File: config.mk
export PLATFORM = sky130hd
export DESIGN_NAME = seq_det_sched
export DESIGN_NICKNAME = d
export VERILOG_FILES = /design/src/rtl/seq_det_sched.sv
export SDC_FILE = /design/constraint.sdc
export NUM_CORES = 1
export LEC_CHECK = 0
export BUFFER_PORTS_ARGS = -buffer_cell sky130_fd_sc_hd__buf_4
export CORE_ASPECT_RATIO = 1.25
export CORE_MARGIN = 2
export CORE_UTILIZATION = 55
export DETAILED_ROUTE_END_ITERATION = 8
export PLACE_DENSITY = 0.8
export SYNTH_ARGS = -nofsm -noshare
export SYNTH_HDL_FRONTEND = slang
export SYNTH_SLANG_ARGS = --single-unit
File: constraint.sdc
create_clock -name clk -period 2.3 [get_ports clk]
set_input_delay 0.115 -clock clk [delete_from_list [all_inputs] [get_ports clk]]
set_output_delay 0.115 -clock clk [all_outputs]
set_load 0.02 [all_outputs]
File: src/rtl/seq_det_sched.sv
// seq_det_sched: word-to-serial scheduler for the single-bit sequence detector.
//
// Accepts WIDTH-bit words over a valid/ready handshake and shifts each word
// MSB-first onto the detector input, one bit per clock. The detector's Mealy
// output is sampled at the end of every bit cycle. The samples build a
// per-word hit map and feed a saturating hit counter. The block also owns
// the detector reset, so a single `clear` pulse restarts detection cleanly.
//
// Ports
//   clk        : clock, rising edge
//   reset      : asynchronous reset, active-high
//   clear      : synchronous restart request (one-cycle pulse)
//   in_valid   : in_data is valid
//   in_data    : word to serialise (WIDTH bits)
//   in_ready   : word accepted at an edge where in_valid & in_ready
//   det_x      : serial bit to the detector (flop output)
//   det_rst    : detector reset, active-high
//   det_y      : detector Mealy output (combinational in det_x)
//   busy       : a word is being shifted
//   word_done  : one-cycle pulse after the last bit of a word is sampled
//   word_hits  : per-bit hit map of the last completed word
//   hit_cnt    : saturating count of detector hits since clear/reset
module seq_det_sched #(
  parameter int WIDTH = 8,
  parameter int CNT_W = 8
) (
  input  logic             clk,
  input  logic             reset,
  input  logic             clear,
  input  logic             in_valid,
  input  logic [WIDTH-1:0] in_data,
  output logic             in_ready,
  output logic             det_x,
  output logic             det_rst,
  input  logic             det_y,
  output logic             busy,
  output logic             word_done,
  output logic [WIDTH-1:0] word_hits,
  output logic [CNT_W-1:0] hit_cnt
);

  localparam int IDX_W = $clog2(WIDTH);
  localparam logic [IDX_W-1:0] IDX_LAST  = IDX_W'(WIDTH - 1);
  localparam logic [CNT_W-1:0] CNT_MAX   = {CNT_W{1'b1}};

  typedef enum logic [1:0] {
    ST_CLR   = 2'd0,
    ST_IDLE  = 2'd1,
    ST_SHIFT = 2'd2
  } state_t;

  state_t           state_r;
  state_t           state_nxt_s;
  logic [WIDTH-1:0] sh_r;
  logic [IDX_W-1:0] idx_r;
  logic [WIDTH-1:0] work_r;
  logic [WIDTH-1:0] word_hits_r;
  logic             word_done_r;
  logic [CNT_W-1:0] hit_cnt_r;
  logic             load_s;
  logic             shift_s;
  logic             last_s;

  // Next-state, handshake and datapath-control decode.
  always_comb begin
    state_nxt_s = state_r;
    in_ready    = 1'b0;
    load_s      = 1'b0;
    shift_s     = 1'b0;
    last_s      = (idx_r == {IDX_W{1'b0}});
    case (state_r)
      ST_CLR: begin
        state_nxt_s = ST_IDLE;
      end
      ST_IDLE: begin
        in_ready = 1'b1;
        if (in_valid) begin
          load_s      = 1'b1;
          state_nxt_s = ST_SHIFT;
        end else begin
          state_nxt_s = ST_IDLE;
        end
      end
      ST_SHIFT: begin
        shift_s = 1'b1;
        if (last_s) begin
          // Ready on the last bit so a waiting word follows with no gap.
          in_ready = 1'b1;
          if (in_valid) begin
            load_s      = 1'b1;
            state_nxt_s = ST_SHIFT;
          end else begin
            state_nxt_s = ST_IDLE;
          end
        end else begin
          state_nxt_s = ST_SHIFT;
        end
      end
      default: begin
        state_nxt_s = ST_CLR;
      end
    endcase
    // clear overrides everything: the in-flight word is aborted and nothing is accepted.
    if (clear) begin
      state_nxt_s = ST_CLR;
      in_ready    = 1'b0;
      load_s      = 1'b0;
      shift_s     = 1'b0;
    end else begin
      state_nxt_s = state_nxt_s;
    end
  end

  // State register.
  always_ff @(posedge clk or posedge reset) begin
    if (reset) begin
      state_r <= ST_CLR;
    end else begin
      state_r <= state_nxt_s;
    end
  end

  // Shift register, bit index, hit map, done pulse and saturating counter.
  always_ff @(posedge clk or posedge reset) begin
    if (reset) begin
      sh_r        <= {WIDTH{1'b0}};
      idx_r       <= {IDX_W{1'b0}};
      work_r      <= {WIDTH{1'b0}};
      word_hits_r <= {WIDTH{1'b0}};
      word_done_r <= 1'b0;
      hit_cnt_r   <= {CNT_W{1'b0}};
    end else if (clear) begin
      // word_hits_r is deliberately kept: an aborted word never publishes.
      sh_r        <= {WIDTH{1'b0}};
      idx_r       <= {IDX_W{1'b0}};
      work_r      <= {WIDTH{1'b0}};
      word_done_r <= 1'b0;
      hit_cnt_r   <= {CNT_W{1'b0}};
    end else begin
      word_done_r <= 1'b0;
      if (shift_s) begin
        work_r[idx_r] <= det_y;
        if (det_y && (hit_cnt_r != CNT_MAX)) begin
          hit_cnt_r <= hit_cnt_r + CNT_W'(1);
        end
        if (last_s) begin
          // Bit 0 is being sampled right now, so take it straight from det_y.
          word_hits_r <= {work_r[WIDTH-1:1], det_y};
          word_done_r <= 1'b1;
        end
      end
      if (load_s) begin
        sh_r  <= in_data;
        idx_r <= IDX_LAST;
      end else if (shift_s) begin
        // Zeros shift in, so det_x falls back to the fill value once a word ends.
        sh_r <= {sh_r[WIDTH-2:0], 1'b0};
        if (!last_s) begin
          idx_r <= idx_r - IDX_W'(1);
        end
      end
    end
  end

  assign det_x     = sh_r[WIDTH-1];
  assign det_rst   = (state_r == ST_CLR);
  assign busy      = (state_r == ST_SHIFT);
  assign word_done = word_done_r;
  assign word_hits = word_hits_r;
  assign hit_cnt   = hit_cnt_r;

endmodule

Word-level counts from Yosys, hierarchy flattened:

Index checks and enable logic that the tools add are counted.

* $add $sub $neg: 2
* multipliers: 0
* divide/modulo/power cells: 0
* $lt $le $gt $ge: 2
* equal/unequal tests: 4
* shift-type cells: 0
* multiplexer cells: 30
* bitwise logic cells: 1
* reduce and logical (&&, ||, !) cells: 10

Operators with widths (number)
* $mux 8: 8
* $mux 3: 4
* $mux 1: 10
* $add 8x1->8 const B: 1
* $bwmux 8: 1
* $ne 8x8->1 const B: 1
* $mux 2: 3
* $pmux 2 s3: 1
* $lt 3x4->1 const B: 1
* $pmux 1 s2: 2
* $reduce_and 2->1: 2
* $reduce_bool 2->1: 2
* $demux 1 s3: 1
* $ge 3x1->1 const B: 1
* $logic_not 3->1: 1
* $ne 3x3->1 const B: 1
* $reduce_and 3->1: 1
* $reduce_bool 3->1: 1
* $sub 3x1->3 const B: 1
* $eq 2x1->1 const B: 1
* $eq 2x2->1 const B: 1
* $logic_and 1x1->1: 2
* $logic_not 2->1: 1
* $not 1->1: 1

* register bits: 38
* bits in latches: 0
* memory bits (writable): 0
* memory bits (read-only): 0
* bits of input ports: 13
* output and inout bits: 21
* logic and storage cells: 56
* memories: 0

Logic depth before layout (Yosys ltp):

Gate-level depths: netlist (run 1).

* word-level depth: 7
* gate-level depth with buffers: 7
* mapped depth without buffers: 5

Worst setup path after synthesis (run 1):

OpenSTA, ideal clock, no wires.

* path kind: register -> register
* start point: register state_r[0]
* end point: register word_hits_r[0] (netlist: word_hits[0])
* library setup time: 125 ps
* data arrival time: 1644 ps
* data required time: 2175 ps
* setup slack: 531 ps
* stages on the path, launching flop included: 8
* path buffers: 2
* clock period less this slack: 1769 ps
* cells stage by stage: dfrtp_1 inv_1 ha_1 buf_4 nand3b_1 buf_4 nor2_8 mux2_2

* longest elaborated chain between the ends: 4

RTL lines
* from (decl): RTL line 52 `state_t state_r;`
* from (signal assigned): RTL line 119 `state_r <= state_nxt_s;`
* $eq 2x2->1
* named net busy: RTL line 36 `output logic busy,`
* $mux 1: RTL line 71 `case (state_r)`
* $mux 1: RTL line 104 `if (clear) begin`
* $reduce_and 3->1 (no source line)
* to (signal assigned): RTL line 129 `word_hits_r <= {WIDTH{1'b0}};`
* to (signal assigned): RTL line 148 `word_hits_r <= {work_r[WIDTH-1:1], det_y};`
* to (decl): RTL line 57 `logic [WIDTH-1:0] word_hits_r;`

The timed path passes the listed nets, and every way through them passes these cells.
A chain may end at the register's enable or synchronous reset.

Worst setup path in the final report (run 1):

* start point: register idx_r[0]
* end point: register sh_r[0]

* longest elaborated chain between the ends: 6
* elaborated cells between the ends (all ways): 7
* classes of those cells: 5 x mux; 2 x reduce/logical

RTL lines
* from (decl): RTL line 55 `logic [IDX_W-1:0] idx_r;`
* from (signal assigned): RTL line 127 `idx_r <= {IDX_W{1'b0}};`
* from (signal assigned): RTL line 135 `idx_r <= {IDX_W{1'b0}};`
* from (signal assigned): RTL line 159 `idx_r <= idx_r - IDX_W'(1);`
* $logic_not 3->1 (*): RTL line 70 `last_s = (idx_r == {IDX_W{1'b0}});`
* $mux 1 (*): RTL line 86 `if (last_s) begin`
* $pmux 1 s2 (*): RTL line 71
* $mux 1 (*): RTL line 104
* $mux 8: RTL line 152 `if (load_s) begin`
* $mux 8: RTL line 132 `end else if (clear) begin`
* to (signal assigned): RTL line 134 `sh_r <= {WIDTH{1'b0}};`
* to (signal assigned): RTL line 153 `sh_r <= in_data;`
* to (signal assigned): RTL line 157 `sh_r <= {sh_r[WIDTH-2:0], 1'b0};`
* to (decl): RTL line 54 `logic [WIDTH-1:0] sh_r;`

Every way passes the cells marked *; elsewhere a longest branch is shown, timed or not.

==> results.toml, run 1 <==
[status]
status = "complete, no violations"

[sta]
tns_ns = 0
relSlewSlack = 0.692
period_needed_ns = 1.95
setup_viol = 0
finalCritPeriodShare = 0.848
rsz0062_at_grt = "no"
hold_violations = 0
tightestPinTransition_ns = 0.451
clock_skew_ns = 0.00878
fmax_mhz = 513
report.final.slew_viol_count = 0

[die]
start_util = 0.570
die_area_um2 = 4110
placeableCoreArea_um2 = 3480
rows = 24
die_w_um = 57.8
die_y_um = 71.2
io_pins = 34

[routing]
wire_per_inst_um = 16.7
vias = 1499
drt.antenna.violating_nets = 0
drc = 0
drt-initial-drc-count = 55
wl_mm = 4.17
vias_per_cell = 6.00
firstDrtPassIters = 4

[global_route]
gr-total-overflow = 0
grt_first_pass_wirelength_mm = 7.34
track_usage = 0.228
use_met2 = 0.398
grt_max_degree = 38
grt_pass1_vias = 1559
use_met1 = 0.280
antenna_found_initial = 0
gr-usage-met3 = 0.0457
busiest_layer = "met2"

[job]
maxCapViolCount = 0

[pwr]
pwr-share-seq = 0.464
power_leakage_nw = 1.09
p_int_mw = 1.13
power.density_nw_per_um2 = 646
p_sw_frac = 0.259
p_clk_frac = 0.383
vdd_drop_max_mv = 0.685
p_comb_frac = 0.153
p_switching_mw = 0.395
total_power_mw = 1.53

[clocking]
cts_root_buf = "clkbuf_8"
cts_setup_buffers = 0
cts_inserted_buffers = 5
ctsHoldBuffers = 1
clk_latency_ns = 0.29
cts_tree = "yes"
cts_resized = 0
clk_pin_slew_worst_paths_ns = 0.08
htree_levels = 2
cts_num_sinks = 37
cts_buffer_depth = 2

[placement]
port_buffers = 33
gp_congestion = 0.763
numPlacedInstances = 241
dp_hpwl_mm = 2.86

[yosys]
syn_avg_cell_area_um2 = 11.2
async_reset_ff_frac = 1.00
synth-edff-count = 0
synth_nets = 197
synthFlopType = "dfrtp_1"
syn-cell-area_um2 = 1990
yosys.area.top_type = "dfrtp_1"
seq_area_frac_synth = 0.466
ys_ff_latch = 37
synth.area.top_cells = "dfrtp_1 (47%), mux2i_1 (8.1%), a211oi_1 (5.3%), mux2_2 (5.1%), ha_1 (4.4%)"
ys_warn_count = 0
synth_cell_types = 39
synthCells = 177
yosys.area.top_type_share = 0.466

[critical_path]
cp.required_ns = 2.51
crit_path_max_fanout = 11
crit_chain = "inv_1 -> ha_1 -> nand3b_1 -> buf_4 -> a21o_1 -> mux2i_1"
worstPathArrival_ns = 2.16
cp_slowest_cell = "dfrtp_1"
crit_type = "flop to flop"
path_buf_inv = 2
end_kind = "flop"
crit_path_start_kind = "flop"
cp_top_family = "flip-flops"
slowest_delay_ns = 0.48

[finish]
final_cell_mix = "dfrtp_1 (37), buf_4 (36), mux2i_1 (16)"
area_growth_pct = 19.0
fin_nets = 230
antenna_cells = 0
final_common_cell = "dfrtp_1"
drive_above_1_share = 0.275
layout.cells.non_filler = 250

[worst_hold_path]
hold_class = "input pin to flop"
[power groups by stage]
stage / Sequential (mW) / Combinational (mW) / Clock (mW)
after detailed placement: 0.721 / 0.232 / 0
after CTS: 0.708 / 0.236 / 0.600
after global routing: 0.713 / 0.260 / 0.622
after global placement: 0.717 / 0.219 / 0
after floorplan: 0.727 / 0.145 / 0
final: 0.709 / 0.233 / 0.584
[state kept, by name, indices dropped and copies added (netlist names)]
signal     cells
hit_cnt        8
sh_r           8
word_hits      8
work_r         7
idx_r          3
state_r        2
word_done      1
[tightest hold or removal path, cell delays in order]
cell and delay [ns]:
buf_4 0.11, nand2b_1 0.06, mux2i_1 0.06
[metal layers]
layer,vias to the layer above,wire [µm],part of all wire
li1,713,-,-
met1,750,1710,0.41
met2,31,2250,0.54
met3,5,175,0.042
met4,0,42,0.010
met5,-,0,0
[synth_stat cells (all sizes together), types with 2 or more instances]
cell type and n:
a211oi 14, a21boi 2, a21oi 7, a31oi 3, and4 2, and4bb 3
buf 11, dfrtp 37, ha 7, inv 8, mux2 10, mux2i 16
nand2 3, nand2b 6, nand3 3, nand3b 2, nand4 4, nand4b 3
nor2 11, nor2b 4, nor3b 2, o21ai 5, or3 2
[stage by stage]
stage          worst slack [ns]  hold WS [ns]   util  instance area, µm²
2_1_floorplan             0.531         0.199      -                1990
3_3_place_gp              0.497         0.244  0.641                2230
3_5_place_dp              0.370         0.260  0.641                2230
4_1_cts                   0.326         0.101  0.679                2360
5_1_grt                   0.177         0.137  0.679                2360
6_report                  0.349         0.101  0.679                2360
[final cells by class]
type / instances / area (µm²)
fill: 267 / 1120
multi-input combinational: 120 / 955
sequential: 37 / 926
timing repair buffer: 37 / 280
clock buffer: 6 / 82.6
tap: 39 / 48.8
clock inverter: 2 / 37.5
inverter: 9 / 33.8
[cell families (layout without fill, tap and decap cells)]
kind of cell | Yosys count | in the layout | synth area share
AO/OA/AOI/OAI | 36 | 36 | 0.120
XOR/XNOR | 1 | 1 | 0.00441
adder cells (fa/ha/maj) | 7 | 7 | 0.0441
buffers and inverters | 20 | 54 | 0.0535
flip-flops | 37 | 37 | 0.466
multiplexers | 26 | 26 | 0.137
AND/OR/NAND/NOR | 50 | 50 | 0.174
[path summary, 6_finish.rpt]
check	startpoint	end	slack, ns	depth (start not counted)
setup / recovery	idx_r[0]	sh_r[0]	0.35	6
hold / removal	in_data[0]	sh_r[0]	0.10	3
setup reg to reg	idx_r[0]	sh_r[0]	0.35	6
hold reg to reg	work_r[6]	word_hits[6]	0.51	1
max in group asynchronous	reset	word_hits[7]	1.46	4
min in group asynchronous	reset	idx_r[0]	0.50	4
(Power assumes the default switching activity.)
==> run 2, diff against run 1 <==
--- a/config.mk
+++ b/config.mk
@@ -8,9 +8,9 @@
 export BUFFER_PORTS_ARGS = -buffer_cell sky130_fd_sc_hd__buf_4
 export CORE_ASPECT_RATIO = 1.25
 export CORE_MARGIN = 2
-export CORE_UTILIZATION = 55
+export CORE_UTILIZATION = 50
 export DETAILED_ROUTE_END_ITERATION = 8
-export PLACE_DENSITY = 0.8
+export PLACE_DENSITY = 0.77
 export SYNTH_ARGS = -nofsm -noshare
 export SYNTH_HDL_FRONTEND = slang
 export SYNTH_SLANG_ARGS = --single-unit
==> constraint.sdc (replaced) <==
create_clock -name clk -period 1.7 [get_ports clk]
set_input_delay 0.085 -clock clk [delete_from_list [all_inputs] [get_ports clk]]
set_output_delay 0.085 -clock clk [all_outputs]
set_load 0.02 [all_outputs]
==> results.toml, run 2 (same netlist as run 1, synthesis figures left out) <==
[job]
maxCapViolCount = 0

[placement]
port_buffers = 33
gp_congestion = 0.793
dp_hpwl_mm = 3.06
numPlacedInstances = 264
pre_cts_slack_ns = -0.00684

[finish]
area_growth_pct = 26.8
fillers = 305
antenna_cells = 0
fin_nets = 242
layout.cells.non_filler = 277
final_common_cell = "buf_4"
multi_input_area_um2 = 996
regArea_um2 = 930
final_cell_mix = "buf_4 (45), dfrtp_1 (34), mux2i_1 (16)"
drive_above_1_share = 0.372

[sta]
fin_hold_ws_ns = 0.0806
tightestPinTransition_ns = 0.585
setup_viol = 0
fmax_mhz = 618
hold_violations = 0
clock_skew_ns = 0.0114
finalCritPeriodShare = 0.952
period_needed_ns = 1.62
relSlewSlack = 0.610
fin_ws_ns = 0.0817
rsz0062_at_grt = "yes"
report.final.slew_viol_count = 0

[global_route]
antenna_found_initial = 0
grt_pass1_vias = 1568
grt_max_degree = 35
track_usage = 0.216
gr-total-overflow = 0
grt_first_pass_wirelength_mm = 7.13

[worst_hold_path]
min_path_cells = 3
hold_path_end = "state_r[1]"
hold_class = "input pin to flop"
hp-start = "in_valid"

[clocking]
cts_num_sinks = 37
cts_inserted_buffers = 5
cts_tree = "yes"
cts_root_buf = "clkbuf_8"
htree_levels = 2
clk_pin_slew_worst_paths_ns = 0.08
cts_buffer_depth = 2
clk_latency_ns = 0.30

[die]
die_y_um = 74.5
die_w_um = 60.4
start_util = 0.525
die_area_um2 = 4500
io_pins = 34
rows = 25
placeableCoreArea_um2 = 3780

[routing]
vias_per_cell = 5.52
drc = 0
drt.antenna.violating_nets = 0
firstDrtPassIters = 4
wire_per_inst_um = 15.6
drt-initial-drc-count = 86
vias = 1530
wl_mm = 4.31

[pwr]
p_switching_mw = 0.545
power_leakage_nw = 1.15
vdd_drop_max_mv = 0.678
power.density_nw_per_um2 = 797
p_clk_frac = 0.338
pwr-share-seq = 0.471
p_sw_frac = 0.271
p_int_mw = 1.46
p_comb_frac = 0.191

[critical_path]
rr_worst_depth = 6
crit_type = "flop to flop"
crit_chain = "inv_2 -> ha_4 -> nand3b_1 -> buf_4 -> a21o_2 -> a211oi_1"
crit_path_start_kind = "flop"
cp.required_ns = 1.90
worstPathArrival_ns = 1.82
cp-startpoint = "state_r[0]"
crit_path_max_fanout = 11
r2r_setup_slack_ns = 0.08
slowest_delay_ns = 0.39
rr_startpoint = "state_r[0]"
cp_slowest_cell = "dfrtp_1"
r2r-end = "sh_r[7]"
end_kind = "flop"

[status]
status = "complete, no violations"
## run 2: power by group through the flow
stage               Combinational (mW)  Sequential [mW]  Clock (mW)
CTS                              0.365            0.945       0.697
global route                     0.423            0.952       0.716
detailed placement               0.361            0.962           0
finish                           0.383            0.947       0.678
floorplan                        0.199            0.985           0
global placement                 0.348            0.960           0
## run 2: final cells by class
type                       count  area share
timing repair buffer          49       0.155
sequential                    37       0.369
inverter                       9      0.0134
clock buffer                   7      0.0383
clock inverter                 1     0.00199
tap                           54      0.0268
multi-input combinational    120       0.395
## run 2: worst max-delay path: cells and delay by family, from the launching register on
| kind | cells | cell delay [ns] |
|---|---|---|
| DFF | 1 | 0.39 |
| buffers and inverters | 2 | 0.27 |
| and+or+nand+nor | 1 | 0.13 |
| adders and majority gates | 1 | 0.19 |
| AOI/OAI and AO/OA | 2 | 0.54 |
## run 2: per-stage QoR
| stage | cell area, µm² | util | setup TNS [ns] | total power [mW] |
|---|---|---|---|---|
| global route | 2520 | 0.665 | -0.0656 | 2.09 |
| CTS | 2460 | 0.650 | 0 | 2.01 |
| finish | 2520 | 0.665 | 0 | 2.01 |
| global placement | 2340 | 0.618 | 0 | 1.31 |
| detailed placement | 2340 | 0.618 | -0.00684 | 1.32 |
| floorplan | 2000 | - | 0 | 1.18 |
## run 2: how the worst max path moves through the flow
stage                 endpoint  slack [ns]  cells after the start
floorplan           hit_cnt[7]        0.01                      5
global placement    hit_cnt[7]        0.04                      4
detailed placement  hit_cnt[7]      -0.007                      4
CTS                 hit_cnt[7]       0.007                      4
global route        hit_cnt[3]       -0.06                      5
finish                 sh_r[7]        0.08                      6
## run 2: metal layers
| metal | GRT usage | vias up | part of all wire |
|---|---|---|---|
| met1 | 0.253 | 740 | 0.42 |
| met3 | 0.0487 | 9 | 0.043 |
| met4 | 0.0889 | 0 | 0.017 |
| met5 | 0 | - | 0 |
| li1 | - | 738 | - |
| met2 | 0.378 | 43 | 0.52 |
## run 2: repair_timing
action                     4_1_cts  5_1_grt
hold endpoints to repair        12        0
setup endpoints to repair        2       20
resized for setup                1       14
pin swaps                        1        1
setup buffers                    1        3
hold buffers                     1        0
